<file path="config.mk">
export PLATFORM = sky130hd
export DESIGN_NAME = id_pipe_ctrl
export DESIGN_NICKNAME = d
export VERILOG_FILES = /design/src/rtl/mips_pkg.sv /design/src/rtl/md_busy_tracker.sv /design/src/rtl/id_pipe_ctrl.sv
export SDC_FILE = /design/constraint.sdc
export NUM_CORES = 1
export LEC_CHECK = 0
export CAP_MARGIN = 0
export CELL_PAD_IN_SITES_DETAIL_PLACEMENT = 2
export CELL_PAD_IN_SITES_GLOBAL_PLACEMENT = 2
export CORE_ASPECT_RATIO = 2
export CORE_MARGIN = 3
export CORE_UTILIZATION = 24
export CTS_CLUSTER_DIAMETER = 50
export CTS_CLUSTER_SIZE = 8
export DETAILED_ROUTE_END_ITERATION = 8
export GPL_ROUTABILITY_DRIVEN = 1
export HOLD_SLACK_MARGIN = 0.02
export PLACE_DENSITY = 0.83
export SKIP_LAST_GASP = 1
export SLEW_MARGIN = 25
export SYNTH_ARGS = -nofsm -noshare
export SYNTH_HDL_FRONTEND = slang
export SYNTH_SLANG_ARGS = --single-unit
</file>
<file path="constraint.sdc">
create_clock -name clk -period 5.6 [get_ports clk]
set_input_delay 1.68 -clock clk [delete_from_list [all_inputs] [get_ports clk]]
set_output_delay 1.68 -clock clk [all_outputs]
set_load 0.03 [all_outputs]
</file>
<file path="src/rtl/mips_pkg.sv">
// +----------------------------------------------------------------------+
// | mips_pkg: opcode/funct constants and types for the decode stage.     |
// | Revision: 1.0                                                        |
// +----------------------------------------------------------------------+
`default_nettype none

package mips_pkg;

    typedef logic [4:0] reg_idx_t;

    localparam logic [5:0] OP_RTYPE = 6'b000000;
    localparam logic [5:0] OP_J     = 6'b000010;
    localparam logic [5:0] OP_JAL   = 6'b000011;
    localparam logic [5:0] OP_BEQ   = 6'b000100;
    localparam logic [5:0] OP_BNE   = 6'b000101;
    localparam logic [5:0] OP_SW    = 6'b101011;
    localparam logic [5:0] OP_LW    = 6'b100011;

    localparam logic [5:0] FN_JR    = 6'b001000;
    localparam logic [5:0] FN_MFHI  = 6'b010000;
    localparam logic [5:0] FN_MFLO  = 6'b010010;
    localparam logic [5:0] FN_MULT  = 6'b011000;
    localparam logic [5:0] FN_MULTU = 6'b011001;
    localparam logic [5:0] FN_DIV   = 6'b011010;
    localparam logic [5:0] FN_DIVU  = 6'b011011;

    localparam logic [31:0] NOP_INSTR = 32'h0000_0000;

endpackage

`default_nettype wire

</file>
<file path="src/rtl/md_busy_tracker.sv">
// +----------------------------------------------------------------------+
// | md_busy_tracker: IDLE/BUSY occupancy FSM for the mult/div unit.      |
// | Revision: 1.0                                                        |
// +----------------------------------------------------------------------+
`default_nettype none

module md_busy_tracker #(
    parameter int MD_CYCLES = 4
) (
    input  logic clk,
    input  logic rst,
    input  logic issue,
    output logic md_busy
);

    localparam int CNT_W = $clog2(MD_CYCLES);

    typedef enum logic [0:0] {
        IDLE = 1'b0,
        BUSY = 1'b1
    } md_state_t;

    md_state_t          r_state_q;
    md_state_t          w_state_d;
    logic [CNT_W-1:0]   r_cnt_q;
    logic [CNT_W-1:0]   w_cnt_d;

    always_ff @(posedge clk) begin
        if (rst) begin
            r_state_q <= IDLE;
            r_cnt_q   <= '0;
        end else begin
            r_state_q <= w_state_d;
            r_cnt_q   <= w_cnt_d;
        end
    end

    // Counter loads MD_CYCLES-1 so BUSY spans exactly MD_CYCLES cycles.
    always_comb begin
        w_state_d = r_state_q;
        w_cnt_d   = r_cnt_q;
        case (r_state_q)
            IDLE: begin
                if (issue) begin
                    w_state_d = BUSY;
                    w_cnt_d   = CNT_W'(MD_CYCLES - 1);
                end
            end
            BUSY: begin
                if (r_cnt_q == '0) begin
                    w_state_d = IDLE;
                end else begin
                    w_cnt_d = r_cnt_q - CNT_W'(1);
                end
            end
            default: begin
                w_state_d = IDLE;
                w_cnt_d   = '0;
            end
        endcase
    end

    assign md_busy = (r_state_q == BUSY);

endmodule

`default_nettype wire

</file>
<file path="src/rtl/id_pipe_ctrl.sv">
// +----------------------------------------------------------------------+
// | id_pipe_ctrl: IF/ID register, load-use/mult-div stalls, squashing.   |
// | Option macro: BRANCH_DELAY_SLOT_EN (redirect keeps the delay slot).  |
// | Revision: 1.0                                                        |
// +----------------------------------------------------------------------+
`default_nettype none

module id_pipe_ctrl
    import mips_pkg::*;
#(
    parameter int MD_CYCLES = 4
) (
    input  logic        clk,
    input  logic        rst,
    input  logic [31:0] if_instr,
    input  logic [31:0] if_pc4,
    input  logic        if_valid,
    input  logic        ex_mem_read,
    input  logic [4:0]  ex_rt,
    input  logic        branch_taken,
    output logic [31:0] id_instr,
    output logic [31:0] id_pc4,
    output logic        id_valid,
    output logic        pc_write,
    output logic        ex_bubble,
    output logic        md_busy
);

    logic [31:0] r_id_instr_q, w_id_instr_d;
    logic [31:0] r_id_pc4_q,   w_id_pc4_d;
    logic        r_id_valid_q, w_id_valid_d;

    logic [5:0]  w_op;
    logic [5:0]  w_funct;
    reg_idx_t    w_rs;
    reg_idx_t    w_rt;
    logic        w_uses_rt;
    logic        w_is_md;
    logic        w_is_hilo;
    logic        w_jump;
    logic        w_stall_lu;
    logic        w_stall_md;
    logic        w_stall;
    logic        w_redirect;
    logic        w_md_issue;
    logic        w_md_busy;

    assign w_op    = r_id_instr_q[31:26];
    assign w_funct = r_id_instr_q[5:0];
    assign w_rs    = r_id_instr_q[25:21];
    assign w_rt    = r_id_instr_q[20:16];

    assign w_uses_rt = (w_op == OP_RTYPE) || (w_op == OP_BEQ) ||
                       (w_op == OP_BNE)   || (w_op == OP_SW);
    assign w_is_md   = (w_op == OP_RTYPE) &&
                       ((w_funct == FN_MULT) || (w_funct == FN_MULTU) ||
                        (w_funct == FN_DIV)  || (w_funct == FN_DIVU));
    assign w_is_hilo = (w_op == OP_RTYPE) &&
                       ((w_funct == FN_MFHI) || (w_funct == FN_MFLO));
    assign w_jump    = r_id_valid_q &&
                       ((w_op == OP_J) || (w_op == OP_JAL) ||
                        ((w_op == OP_RTYPE) && (w_funct == FN_JR)));

    assign w_stall_lu = r_id_valid_q && ex_mem_read && (ex_rt != 5'd0) &&
                        ((ex_rt == w_rs) || (w_uses_rt && (ex_rt == w_rt)));
    assign w_stall_md = r_id_valid_q && w_md_busy && (w_is_md || w_is_hilo);
    assign w_stall    = w_stall_lu || w_stall_md;
    assign w_redirect = !w_stall && (w_jump || (r_id_valid_q && branch_taken));
    assign w_md_issue = r_id_valid_q && w_is_md && !w_stall;

    md_busy_tracker #(
        .MD_CYCLES (MD_CYCLES)
    ) u_md_busy_tracker (
        .clk     (clk),
        .rst     (rst),
        .issue   (w_md_issue),
        .md_busy (w_md_busy)
    );

    // Stall wins over redirect; a held branch re-evaluates once released.
    always_comb begin
        w_id_instr_d = if_valid ? if_instr : NOP_INSTR;
        w_id_pc4_d   = if_pc4;
        w_id_valid_d = if_valid;
        if (w_stall) begin
            w_id_instr_d = r_id_instr_q;
            w_id_pc4_d   = r_id_pc4_q;
            w_id_valid_d = r_id_valid_q;
        end else if (w_redirect) begin
`ifdef BRANCH_DELAY_SLOT_EN
            w_id_instr_d = if_valid ? if_instr : NOP_INSTR;
            w_id_pc4_d   = if_pc4;
            w_id_valid_d = if_valid;
`else
            w_id_instr_d = NOP_INSTR;
            w_id_pc4_d   = 32'h0;
            w_id_valid_d = 1'b0;
`endif
        end
    end

    always_ff @(posedge clk) begin
        if (rst) begin
            r_id_instr_q <= NOP_INSTR;
            r_id_pc4_q   <= 32'h0;
            r_id_valid_q <= 1'b0;
        end else begin
            r_id_instr_q <= w_id_instr_d;
            r_id_pc4_q   <= w_id_pc4_d;
            r_id_valid_q <= w_id_valid_d;
        end
    end

    assign id_instr  = r_id_instr_q;
    assign id_pc4    = r_id_pc4_q;
    assign id_valid  = r_id_valid_q;
    assign pc_write  = !w_stall;
    assign ex_bubble = w_stall;
    assign md_busy   = w_md_busy;

endmodule

`default_nettype wire
</file>
==> out/qor.csv <==
stage,metric,value,unit
layout,non-filler instance count after layout,621,
clock_network,worst skew pair latency,0.33,ns
clock_network,CTS tree,yes,
synth,largest family of logic cells by synthesized area,multiplexers,
layout,fill count,1357,
detailed_routing,vias per cell,4.62,
worst_setup_path,worst endpoint data arrival time,3.70,ns
timing,final-report max-slew violation count,0,
power_and_ir_drop,maximum vdd drop,0.175,mV
worst_setup_path,CP required,3.92,ns
placed_design,Port Buffers,141,
power_and_ir_drop,total design power,1.34,mW
worst_setup_path,Reg-to-Reg End,id_pc4[25],
worst_setup_path,Setup crit start kind,input port,
synth,"EDFF count, synth",0,
die,initial core utilization,0.249,
worst_setup_path,r2r setup slk,3.11,ns
grt,GRT Total Usage,0.165,
worst_setup_path,Critical Path Stages,8,
synth,Post-Synth Adder-Cell Area,0.00422,
synth,Synth Net Count,405,
synth,Main synth FF type,dfxtp_1,
worst_setup_path,critical path type,in -> out,
die,die height,163,microns
timing,worst rel slew slack,0.456,
detailed_routing,per-cell routed wire length,18.0,microns
placed_design,post-DP HPWL,8.51,mm
grt,global-route wire length before repair,17.7,mm
die,die width,84.6,microns
detailed_routing,total number of vias,2866,
synth,Netlist Area Pre-Place,0.00297,sq mm
timing,RSZ-0062 raised after global routing,no,
detailed_routing,drt drc,0,
synth,synthesized instance count,330,
layout,antenna cells,0,
synth,async set or reset register ratio after synthesis,0,
worst_setup_path,Reg2Reg Depth,7,
die,row cnt,56,
timing,hold slack final,0.458,ns
detailed_routing,DRT iter0 DRCs,59,
grt,largest net degree at the start of global routing,66,
clock_network,Sink Count,68,
run_status,status,finished clean,
synth,top cell type's share of synthesized area,0.459,
clock_network,H-tree depth,3,
min_path,hold-critical path endpoint,id_instr[6],
synth,Post-Synth Simple-Gate Area,0.207,
job,max cap viols,0,
worst_setup_path,crit-path max cell delay,0.55,ns
timing,Worst Tran Pin Value,0.816,ns
placed_design,pre-CTS setup slack,-0.0932,ns
synth,Yosys cell types,30,
timing,final worst slack,0.216,ns
die,IO Pins,142,
synth,Post-Synthesis Mean Instance Area,8.99,sq um
power_and_ir_drop,PD cells,276,mW/mm^2
timing,Fin. Hold Viols,0,
synth,XOR/XNOR Fraction of Synth Area,0.0295,
timing,Final min period,5.38,ns
grt,GR Util met1,0.159,
placed_design,gpl congestion,0.913,
synth,register area share after synthesis,0.459,
grt,GRT busiest layer,met2,
power_and_ir_drop,P_leak,2.20,nW
layout,"Core Util, Final",0.405,
timing,final setup vio count,0,
clock_network,# Post-CTS Setup Buffers,0,
timing,Setup Skew,0.00970,ns
worst_setup_path,cells along the critical path,"clkdlybuf4s50_1, or4_1, o211ai_2, buf_4, a2111oi_4, nor3_4, inv_1, dlygate4sd2_1",
grt,met2 GRT Util,0.326,
synth,"FF+latch count, synth",68,
synth,synth cell count leaders,"nand2_1 (130), dfxtp_1 (68), mux2i_1 (64)",
synth,post-synthesis compound-gate area fraction,0.0396,
min_path,Hold Crit Start,id_instr[6],
worst_setup_path,CP endpoint kind,output port,
worst_setup_path,"Slowest-stage cell, CP",or4_1,
grt,initial antenna violation count,0,
min_path,Hold Path Stages,2,
layout,area delta synth->final,62.8,%
worst_setup_path,crit path max fanout,3,
worst_setup_path,r2r startpoint,id_instr[26],
synth,most common cell in the synthesized netlist,nand2_1,
min_path,hold crit path type,reg -> reg,
synth,leading area contributor after synthesis,dfxtp_1,
timing,fmax,186,MHz
clock_network,Num CTS Buffers,9,
timing,final period utilization,0.961,
detailed_routing,Routed WL,11.2,mm
grt,GRT overflow,0,
clock_network,clock root cell,clkbuf_16,
grt,vias in the first global route,3319,
synth,synth top area cells,"dfxtp_1 (46%), mux2i_1 (22%), nand2_1 (16%)",
worst_setup_path,worst path buffer plus inverter count,4,
die,core area,0.0119,sq mm
detailed_routing,post-route ant nets,0,
clock_network,CTS Buffer Depth,2,
synth,Yosys warnings,0,
detailed_routing,First-pass DRT Iterations,3,
layout,fraction of layout cells with a size suffix above 1,0.0693,
synth,mux cell area share after synthesis,0.216,
layout,Nets,546,
placed_design,Placed Cells,605,
clock_network,"Clk pin slew, worst setup/hold paths",0.05,ns
worst_setup_path,Top delay family on crit path,buffers and inverters,
die,die area,0.0138,sq mm
grt,GR Layer Usage met3,0.0318,
==> worst register-to-register path: stages, from the launching register on <==
cell and delay [ns]:
dfxtp_1 0.36, nor2b_1 0.16, or4_1 0.46, a2111oi_4 0.49, nor3_4 0.10, buf_4 0.17
buf_6 0.29, mux2i_1 0.31
==> cell families after synthesis <==
family          Yosys count
simple gates            149
flops                    68
mux                      64
buf+inv                  25
compound gates           13
xor+xnor                 10
fa+ha+maj                 1
==> how the worst max path moves through the flow <==
stage,startpoint,to
floorplan,ex_rt[0],ex_bubble
global placement,ex_rt[0],ex_bubble
detailed placement,ex_rt[0],ex_bubble
CTS,ex_rt[0],ex_bubble
global route,ex_rt[0],ex_bubble
finish,ex_rt[0],ex_bubble
==> registers in the layout, indices dropped and copies added, names as in the netlist <==
signal,count
u_md_busy_tracker.r_cnt_q,2
u_md_busy_tracker.md_busy,1
id_valid,1
id_pc4,32
id_instr,32
==> what timing repair did <==
item | CTS | global route
hold buffers | 0 | 0
setup endpoints to repair | 1 | 0
gates resized for setup | 1 | 0
==> placed cells by master, fill, tap and decap left out, types with 2 or more instances in the layout <==
master and instances:
nor4_1 2, mux2i_1 64, o21a_1 2, dfxtp_1 68
xor2_1 2, clkinv_2 2, a21oi_2 2, nand4_1 2
nor2b_1 2, xnor2_1 8, clkbuf_16 9, clkdlybuf4s50_1 139
clkbuf_8 2, o31a_1 2, inv_1 4, nand2_1 130
buf_4 9, a21oi_1 3, or4_1 2, nor3_1 3
==> layer usage <==
| layer | vias to the layer above | wire length, microns |
|---|---|---|
| met5 | - | 0 |
| met4 | 0 | 328 |
| met3 | 15 | 518 |
| met2 | 93 | 6500 |
| met1 | 1386 | 3830 |
| li1 | 1372 | - |
==> layout make-up <==
cell class              instances  area [sq um]  share of cell area
multi-input cells             237          1490               0.308
repair buffers                150          1480               0.306
flip-flops and latches         68          1360               0.282
clock buffers                  12           256              0.0531
well taps                     145           181              0.0376
clock inverters                 4          47.5             0.00984
inverters                       5          18.8             0.00389
==> report_power, final <==
group | switching (mW) | total, mW | internal [mW] | leakage (nW)
Clock | 0.205 | 0.572 | 0.367 | 0.149
Sequential | 0.0193 | 0.529 | 0.510 | 0.561
Combinational | 0.119 | 0.234 | 0.115 | 1.49
==> stage by stage <==
stage	instance area (sq um)	setup TNS, ns
detailed placement	4530	-0.0932
global route	4830	0
finish	4830	0
CTS	4830	0
floorplan	2970	0
global placement	4520	0
Note: power is estimated with default switching activity, not from simulation.
